$ cat src/rtl/btn_pkg.sv
// Shared defaults and helpers for the push-button debouncer.
// Auto-repeat is built only when BTN_AUTOREPEAT_EN is defined.
package btn_pkg;

  localparam int DB_CYCLES_10MS   = 250000;
  localparam int REP_DELAY_500MS  = 12500000;
  localparam int REP_PERIOD_100MS = 2500000;

  function automatic int cnt_w(input int n);
    return $clog2(n + 1);
  endfunction

  function automatic int max2(input int a, input int b);
    return (a > b) ? a : b;
  endfunction

endpackage

$ cat src/rtl/btn_debounce_chan.sv
// One button channel: 2-flop sync, debounce counter, strobes.
// Auto-repeat on held buttons when BTN_AUTOREPEAT_EN is defined.
module btn_debounce_chan
  import btn_pkg::*;
#(
  parameter int DB_CYCLES  = DB_CYCLES_10MS,
  parameter int REP_DELAY  = REP_DELAY_500MS,
  parameter int REP_PERIOD = REP_PERIOD_100MS
) (
  input  logic clk_25mhz,
  input  logic rst,
  input  logic btn,
  output logic btn_state,
  output logic btn_press,
  output logic btn_release
);

  localparam int CW = cnt_w(DB_CYCLES);

  logic [1:0]    sync;
  logic          s;
  logic [CW-1:0] cnt;
  logic          accept;

  assign s      = sync[1];
  assign accept = (s != btn_state) && (cnt == CW'(DB_CYCLES - 1));

`ifdef BTN_AUTOREPEAT_EN
  localparam int RW = cnt_w(max2(REP_DELAY, REP_PERIOD));

  logic [RW-1:0] rcnt;
  logic          rarm;
  logic [RW-1:0] rlim;

  // First repeat waits the long delay, later ones the short period.
  assign rlim = rarm ? RW'(REP_PERIOD - 1) : RW'(REP_DELAY - 1);
`endif

  always_ff @(posedge clk_25mhz or posedge rst) begin
    if (rst) begin
      sync        <= '0;
      cnt         <= '0;
      btn_state   <= 1'b0;
      btn_press   <= 1'b0;
      btn_release <= 1'b0;
`ifdef BTN_AUTOREPEAT_EN
      rcnt        <= '0;
      rarm        <= 1'b0;
`endif
    end else begin
      sync        <= {sync[0], btn};
      btn_press   <= 1'b0;
      btn_release <= 1'b0;

      if (s == btn_state) begin
        cnt <= '0;
      end else if (accept) begin
        cnt         <= '0;
        btn_state   <= s;
        btn_press   <= s;
        btn_release <= ~s;
      end else begin
        cnt <= cnt + CW'(1);
      end

`ifdef BTN_AUTOREPEAT_EN
      // accept while held is a release: no repeat in that cycle.
      if (!btn_state || accept) begin
        rcnt <= '0;
        rarm <= 1'b0;
      end else if (rcnt == rlim) begin
        rcnt      <= '0;
        rarm      <= 1'b1;
        btn_press <= 1'b1;
      end else begin
        rcnt <= rcnt + RW'(1);
      end
`endif
    end
  end

endmodule

$ cat src/rtl/btn_debounce.sv
// Debounces N_BTN raw push-buttons into levels and press/release strobes.
// Define BTN_AUTOREPEAT_EN to add auto-repeat presses while held.
module btn_debounce
  import btn_pkg::*;
#(
  parameter int N_BTN      = 7,
  parameter int DB_CYCLES  = DB_CYCLES_10MS,
  parameter int REP_DELAY  = REP_DELAY_500MS,
  parameter int REP_PERIOD = REP_PERIOD_100MS
) (
  input  logic             clk_25mhz,
  input  logic             rst,
  input  logic [N_BTN-1:0] btn,
  output logic [N_BTN-1:0] btn_state,
  output logic [N_BTN-1:0] btn_press,
  output logic [N_BTN-1:0] btn_release
);

  for (genvar i = 0; i < N_BTN; i++) begin : g_chan
    btn_debounce_chan #(
      .DB_CYCLES  (DB_CYCLES),
      .REP_DELAY  (REP_DELAY),
      .REP_PERIOD (REP_PERIOD)
    ) u_chan (
      .clk_25mhz   (clk_25mhz),
      .rst         (rst),
      .btn         (btn[i]),
      .btn_state   (btn_state[i]),
      .btn_press   (btn_press[i]),
      .btn_release (btn_release[i])
    );
  end

endmodule

$ cat config.mk
export PLATFORM = sky130hd
export DESIGN_NAME = btn_debounce
export DESIGN_NICKNAME = d
export VERILOG_FILES = /design/src/rtl/btn_pkg.sv /design/src/rtl/btn_debounce_chan.sv /design/src/rtl/btn_debounce.sv
export SDC_FILE = /design/constraint.sdc
export NUM_CORES = 1
export LEC_CHECK = 0
export BUFFER_PORTS_ARGS = -buffer_cell sky130_fd_sc_hd__buf_2
export CORE_AREA = 2 2 149 137
export DETAILED_ROUTE_END_ITERATION = 16
export DIE_AREA = 0 0 151 139
export SLEW_MARGIN = 0
export SYNTH_ARGS = -nofsm -noshare
export SYNTH_HDL_FRONTEND = slang
export SYNTH_SLANG_ARGS = --single-unit
$ cat constraint.sdc
create_clock -name clk_25mhz -period 6.25 [get_ports clk_25mhz]
set_input_delay 0.9375 -clock clk_25mhz [delete_from_list [all_inputs] [get_ports clk_25mhz]]
set_output_delay 0.9375 -clock clk_25mhz [all_outputs]
set_load 0.01 [all_outputs]
**After elaboration in Yosys (flattened, before gate mapping)**

Index checks and enable logic that the tools add are counted.
W data, S select, Z words.

- Flip-flop bits (word level): 161
- Bits of input ports: 9
- Output and inout port bits: 21
- Word-level logic and storage cells: 133

- Add/subtract/negate cells: 7
- Eq/ne operators: 21
- Multiplexer cells: 42
- Bitwise operators: 14
- Reduce and logical (&&, ||, !) cells: 14

Operators by type and width:

| cell | count |
|---|---|
| $mux W18 | 14 |
| $add A18 B1 Y18 const B | 7 |
| $eq A18 B18 Y1 const B | 7 |
| $mux W1 | 28 |
| $not A1 Y1 | 14 |
| $reduce_and A2 Y1 | 7 |
| $eq A1 B1 Y1 | 7 |
| $logic_and A1 B1 Y1 | 7 |
| $ne A1 B1 Y1 | 7 |

**Longest topological paths before layout**

- Word-level depth: 4
- Mapped depth: 6

**Hierarchy**

Synthesis repeated with hierarchy kept, for this count alone.

- Cell total of the unflattened synthesis: 679
- Area, all modules: 7,707.4 µm²

By module, submodules not included:

| module | times used | cells an instance | area an instance (µm²) |
|---|---|---|---|
| btn_debounce_chan | 7 | 97 | 1,101.1 |

**Least setup slack after synthesis**

Ideal clock, no wire load.

- Path type: reg-to-reg
- From: reg g_chan[5].u_chan.cnt[11]
- To: reg g_chan[5].u_chan.btn_state
- Setup time: 125 ps
- Arrival: 1,747 ps
- Data required time: 6,125 ps
- Path slack: 4,378 ps
- Cell stages (with the launch flop): 5
- Path buffers: 0
- Period minus slack after synthesis: 1,872 ps
- Path through: dfrtp_1 nor4_2 nand4_2 or4_4 mux2_4

- Word-level cells in the longest chain between the ends: 3

RTL lines:

| what | line | text |
|---|---|---|
| start: declaration | btn_debounce_chan.sv:22 | `logic [CW-1:0] cnt;` |
| start signal: assignment | btn_debounce_chan.sv:63 | `cnt <= cnt + CW'(1);` |
| $eq A18 B18 Y1 | btn_debounce_chan.sv:26 | `assign accept = (s != btn_state) && (cnt == CW'(DB_CYCLES - 1));` |
| $logic_and A1 B1 Y1 | btn_debounce_chan.sv:26 |  |
| $reduce_and A2 Y1 (no source line) | - |  |
| end signal: assignment | btn_debounce_chan.sv:59 | `btn_state <= s;` |
| end: declaration | btn_debounce_chan.sv:13 | `output logic btn_state,` |

No other way between the ends.
A chain may end at the register's enable or synchronous reset.

**Final worst setup path**

- From: reg g_chan[2].u_chan.cnt[0]
- To: reg g_chan[2].u_chan.cnt[14]

- Word-level cells in the longest chain between the ends: 4
- Elaborated cells on any way between the ends: 5

RTL lines:

| what | line | text |
|---|---|---|
| start: declaration | btn_debounce_chan.sv:22 |  |
| start signal: assignment | btn_debounce_chan.sv:63 |  |
| branches (longest 2 deep; another with $add A18 B1 Y18) | - |  |
| $mux W18 (*) | btn_debounce_chan.sv:57 | `end else if (accept) begin` |
| $mux W18 (*) | btn_debounce_chan.sv:55 | `if (s == btn_state) begin` |

Mark *: on every way between the ends.

==> impl_metrics.py <==
metrics = {
    "synthesis": {
        "yosysMostFrequentCell": "dfrtp_1",
        "synth.avg_cell_area_sq_um": 10.5,
        "synth_edf_count": 0,
        "synth_top_cell_area_share_pct": 52.6,
        "ys.flop_type": "dfrtp_1",
        "synth_area_sq_um": 7660,
        "async_flop_share_pct": 100,
        "synthTopCellsByArea": "dfrtp_1, xnor2_1, nor2_1",
        "ys_ff_latch": 161,
        "synth.distinct_cells": 43,
        "synthCells": 733,
        "synth_common_cells": "dfrtp_1, nor2_1, xnor2_1, nand4_1, nand3_1",
        "synth_nets": 749,
        "seq_area_frac_synth_pct": 52.6,
        "synth_warnings": 0,
        "synth.largest_area_cell": "dfrtp_1",
    },
    "timing": {
        "max_freq_mhz": 437,
        "rsz0062_at_grt": "no",
        "finalCritPeriodShare_pct": 36.6,
        "finalSetupViolations": 0,
        "tightest_slew_ns": 0.983,
        "final_max_slew_viol_count": 0,
        "finalSetupTns_ns": 0,
        "hold_violations": 0,
        "clock_skew_ns": 0.0107,
        "finalCriticalPeriod_ns": 2.29,
        "hold_ws_ns": 0.349,
        "relSlewSlack_pct": 34.3,
    },
    "critical_path": {
        "start_kind": "flop",
        "arrival_ns": 2.55,
        "crit_family": "compound AO/OA/AOI/OAI gates",
        "crit_type": "reg -> reg",
        "path_cells": "ha_1 > nand4_1 > o41ai_4 > nor2_1",
        "worst-path-max-fanout": 17,
        "slowest_stage": "o41ai_4",
        "end_kind": "flop",
        "crit_required_ns": 6.51,
        "critPathBufInv": 0,
        "critPathMaxStageDelay_ns": 0.95,
    },
    "floorplanning": {
        "die_h_microns": 139,
        "initial_core_util_pct": 39.3,
        "rows": 49,
        "dieArea_sq_um": 21000,
        "ioPinCount": 30,
        "core_sq_um": 19500,
        "die_w_microns": 151,
    },
    "placement": {
        "post_dp_cell_area_sq_um": 7960,
        "gp_congestion": 0.763,
        "portBuffers": 29,
        "dpl.hpwl_microns": 8640,
    },
    "grt": {
        "grt_use_total_pct": 14.1,
        "grt_overflow_total": 0,
        "grt_pass1_vias": 5251,
        "antenna_found_initial": 0,
        "grt_pass1_wl_microns": 24300,
        "grt_max_degree": 109,
    },
    "final_layout": {
        "layout-drive-gt1-share_pct": 12.5,
        "syn_to_final_growth_pct": 11.7,
        "diodes": 0,
        "seq_area_sq_um": 4030,
        "n_fill_cell": 1841,
        "final_cell_area_sq_um": 8560,
        "multi_input_area_sq_um": 3350,
        "nets": 770,
        "fin_util_pct": 43.9,
    },
    "job": {
        "drv_cap": 0,
    },
    "clocking": {
        "clk_latency_ns": 0.42,
        "cts_sinks": 161,
        "cts_resized": 0,
        "clk_pin_slew_ns": 0.06,
        "post_cts_buffers": 0,
        "cts_hold_buf": 0,
        "cts_root_buf": "clkbuf_16",
        "cts_tree": "built",
        "htreeDepth": 4,
        "cts.path.max_buffers": 2,
        "numCtsBuffers": 17,
    },
    "power": {
        "p_per_area_nw_per_um2": 255,
        "peakVddDrop_mv": 0.166,
        "leakage_nw": 3.51,
    },
    "route": {
        "routed_wl_microns": 13500,
        "num_vias": 5170,
        "drt_pass1_iterations": 5,
        "drtIter0Drc": 236,
        "ant_nets": 0,
        "drc": 0,
        "wl_per_cell_microns": 13.2,
        "viasPerCell": 5.06,
    },
    "outcome": {
        "status": "finished, final reports clean",
    },
    "hold_path": {
        "hp-class": "reg -> reg",
    },
}
[worst paths after layout]
path                                                from                    endpoint  slack [ns]  depth (start not counted)
worst max register to register   g_chan[2].u_chan.cnt[0]    g_chan[2].u_chan.cnt[14]        3.96                          4
max in group asynchronous                            rst  g_chan[5].u_chan.btn_press        4.30                          3
worst max-delay path             g_chan[2].u_chan.cnt[0]    g_chan[2].u_chan.cnt[14]        3.96                          4
worst min register to register  g_chan[1].u_chan.sync[0]    g_chan[1].u_chan.sync[1]        0.35                          0
worst min-delay path            g_chan[1].u_chan.sync[0]    g_chan[1].u_chan.sync[1]        0.35                          0
min in group asynchronous                            rst    g_chan[3].u_chan.cnt[14]        0.72                          2
[worst register-to-register path, delay by kind of cell (launching register included)]
family	cells	cell delay, ns
flops	1	0.42
compound gates	1	0.95
fa+ha+maj	1	0.26
simple gates	2	0.50
[through the flow]
stage | instances | total power [mW] | setup slack (ns)
floorplan | 733 | 1.13 | 0.964
detailed placement | 990 | 1.16 | 3.71
finish | 1022 | 2.18 | 3.96
CTS | 1022 | 2.22 | 3.95
global placement | 990 | 1.16 | 3.69
global route | 1022 | 2.27 | 3.74
[final cells by class]
| cell class | count | area share [%] |
|---|---|---|
| flip-flops and latches | 161 | 47.1 |
| multi-input cells | 521 | 39.2 |
| clock buffers | 17 | 4.97 |
| well taps | 255 | 3.73 |
| clock inverters | 15 | 2.06 |
| repair buffers | 33 | 2.05 |
| inverters | 20 | 0.936 |
[cell usage in the layout (no fill, tap or decap), types with 3 or more instances in the layout]
cell type and n:
nand4_1 42, or2_2 5, nor3_1 26, dfrtp_1 161, or4_4 6, clkinv_4 3, nor4_1 32, and2_1 4
inv_8 3, clkinv_2 3, inv_6 3, mux2_2 4, or3_1 12, buf_2 29, nor2b_1 3, nor3b_1 14
inv_1 19, nor4b_1 3, xnor2_1 75, nand3b_1 3, o31ai_1 3, a21oi_1 13, xor2_1 31, ha_1 7
o41ai_4 3, clkbuf_16 17, nor2_1 122, buf_4 4, o21ai_0 10, or4_1 7, nand2_1 29, and3_1 11
nand3_1 38
[power breakdown]
group,total (mW),switching (mW),internal (mW)
clock network,1.05,0.444,0.601
logic,0.0601,0.0420,0.0181
registers,1.07,0.0152,1.06
total,2.18,0.502,1.68
[flip-flops by register name (all words and copies together) (netlist names)]
signal,flops
g_chan.u_chan.btn_state,7
g_chan.u_chan.sync,14
g_chan.u_chan.btn_release,7
g_chan.u_chan.btn_press,7
g_chan.u_chan.cnt,126
[routing by layer]
layer / wire [microns] / GRT usage, % / up-vias
li1: - / - / 2603
met1: 6850 / 19.6 / 2499
met2: 6150 / 21.9 / 55
met3: 339 / 3.75 / 13
met4: 131 / 3.74 / 0
met5: 0 / 0 / -
[cells by family after synthesis]
kind of cell / count (synthesis) / share of synthesized area, %
AND/OR/NAND/NOR: 368 / 25.8
flip-flops: 161 / 52.6
XOR/XNOR: 106 / 12.1
buffers and inverters: 51 / 3.67
AO/OA/AOI/OAI: 33 / 3.59
multiplexers: 7 / 1.13
adder cells (fa/ha/maj): 7 / 1.14
Note: power is estimated with default switching activity, not from simulation.
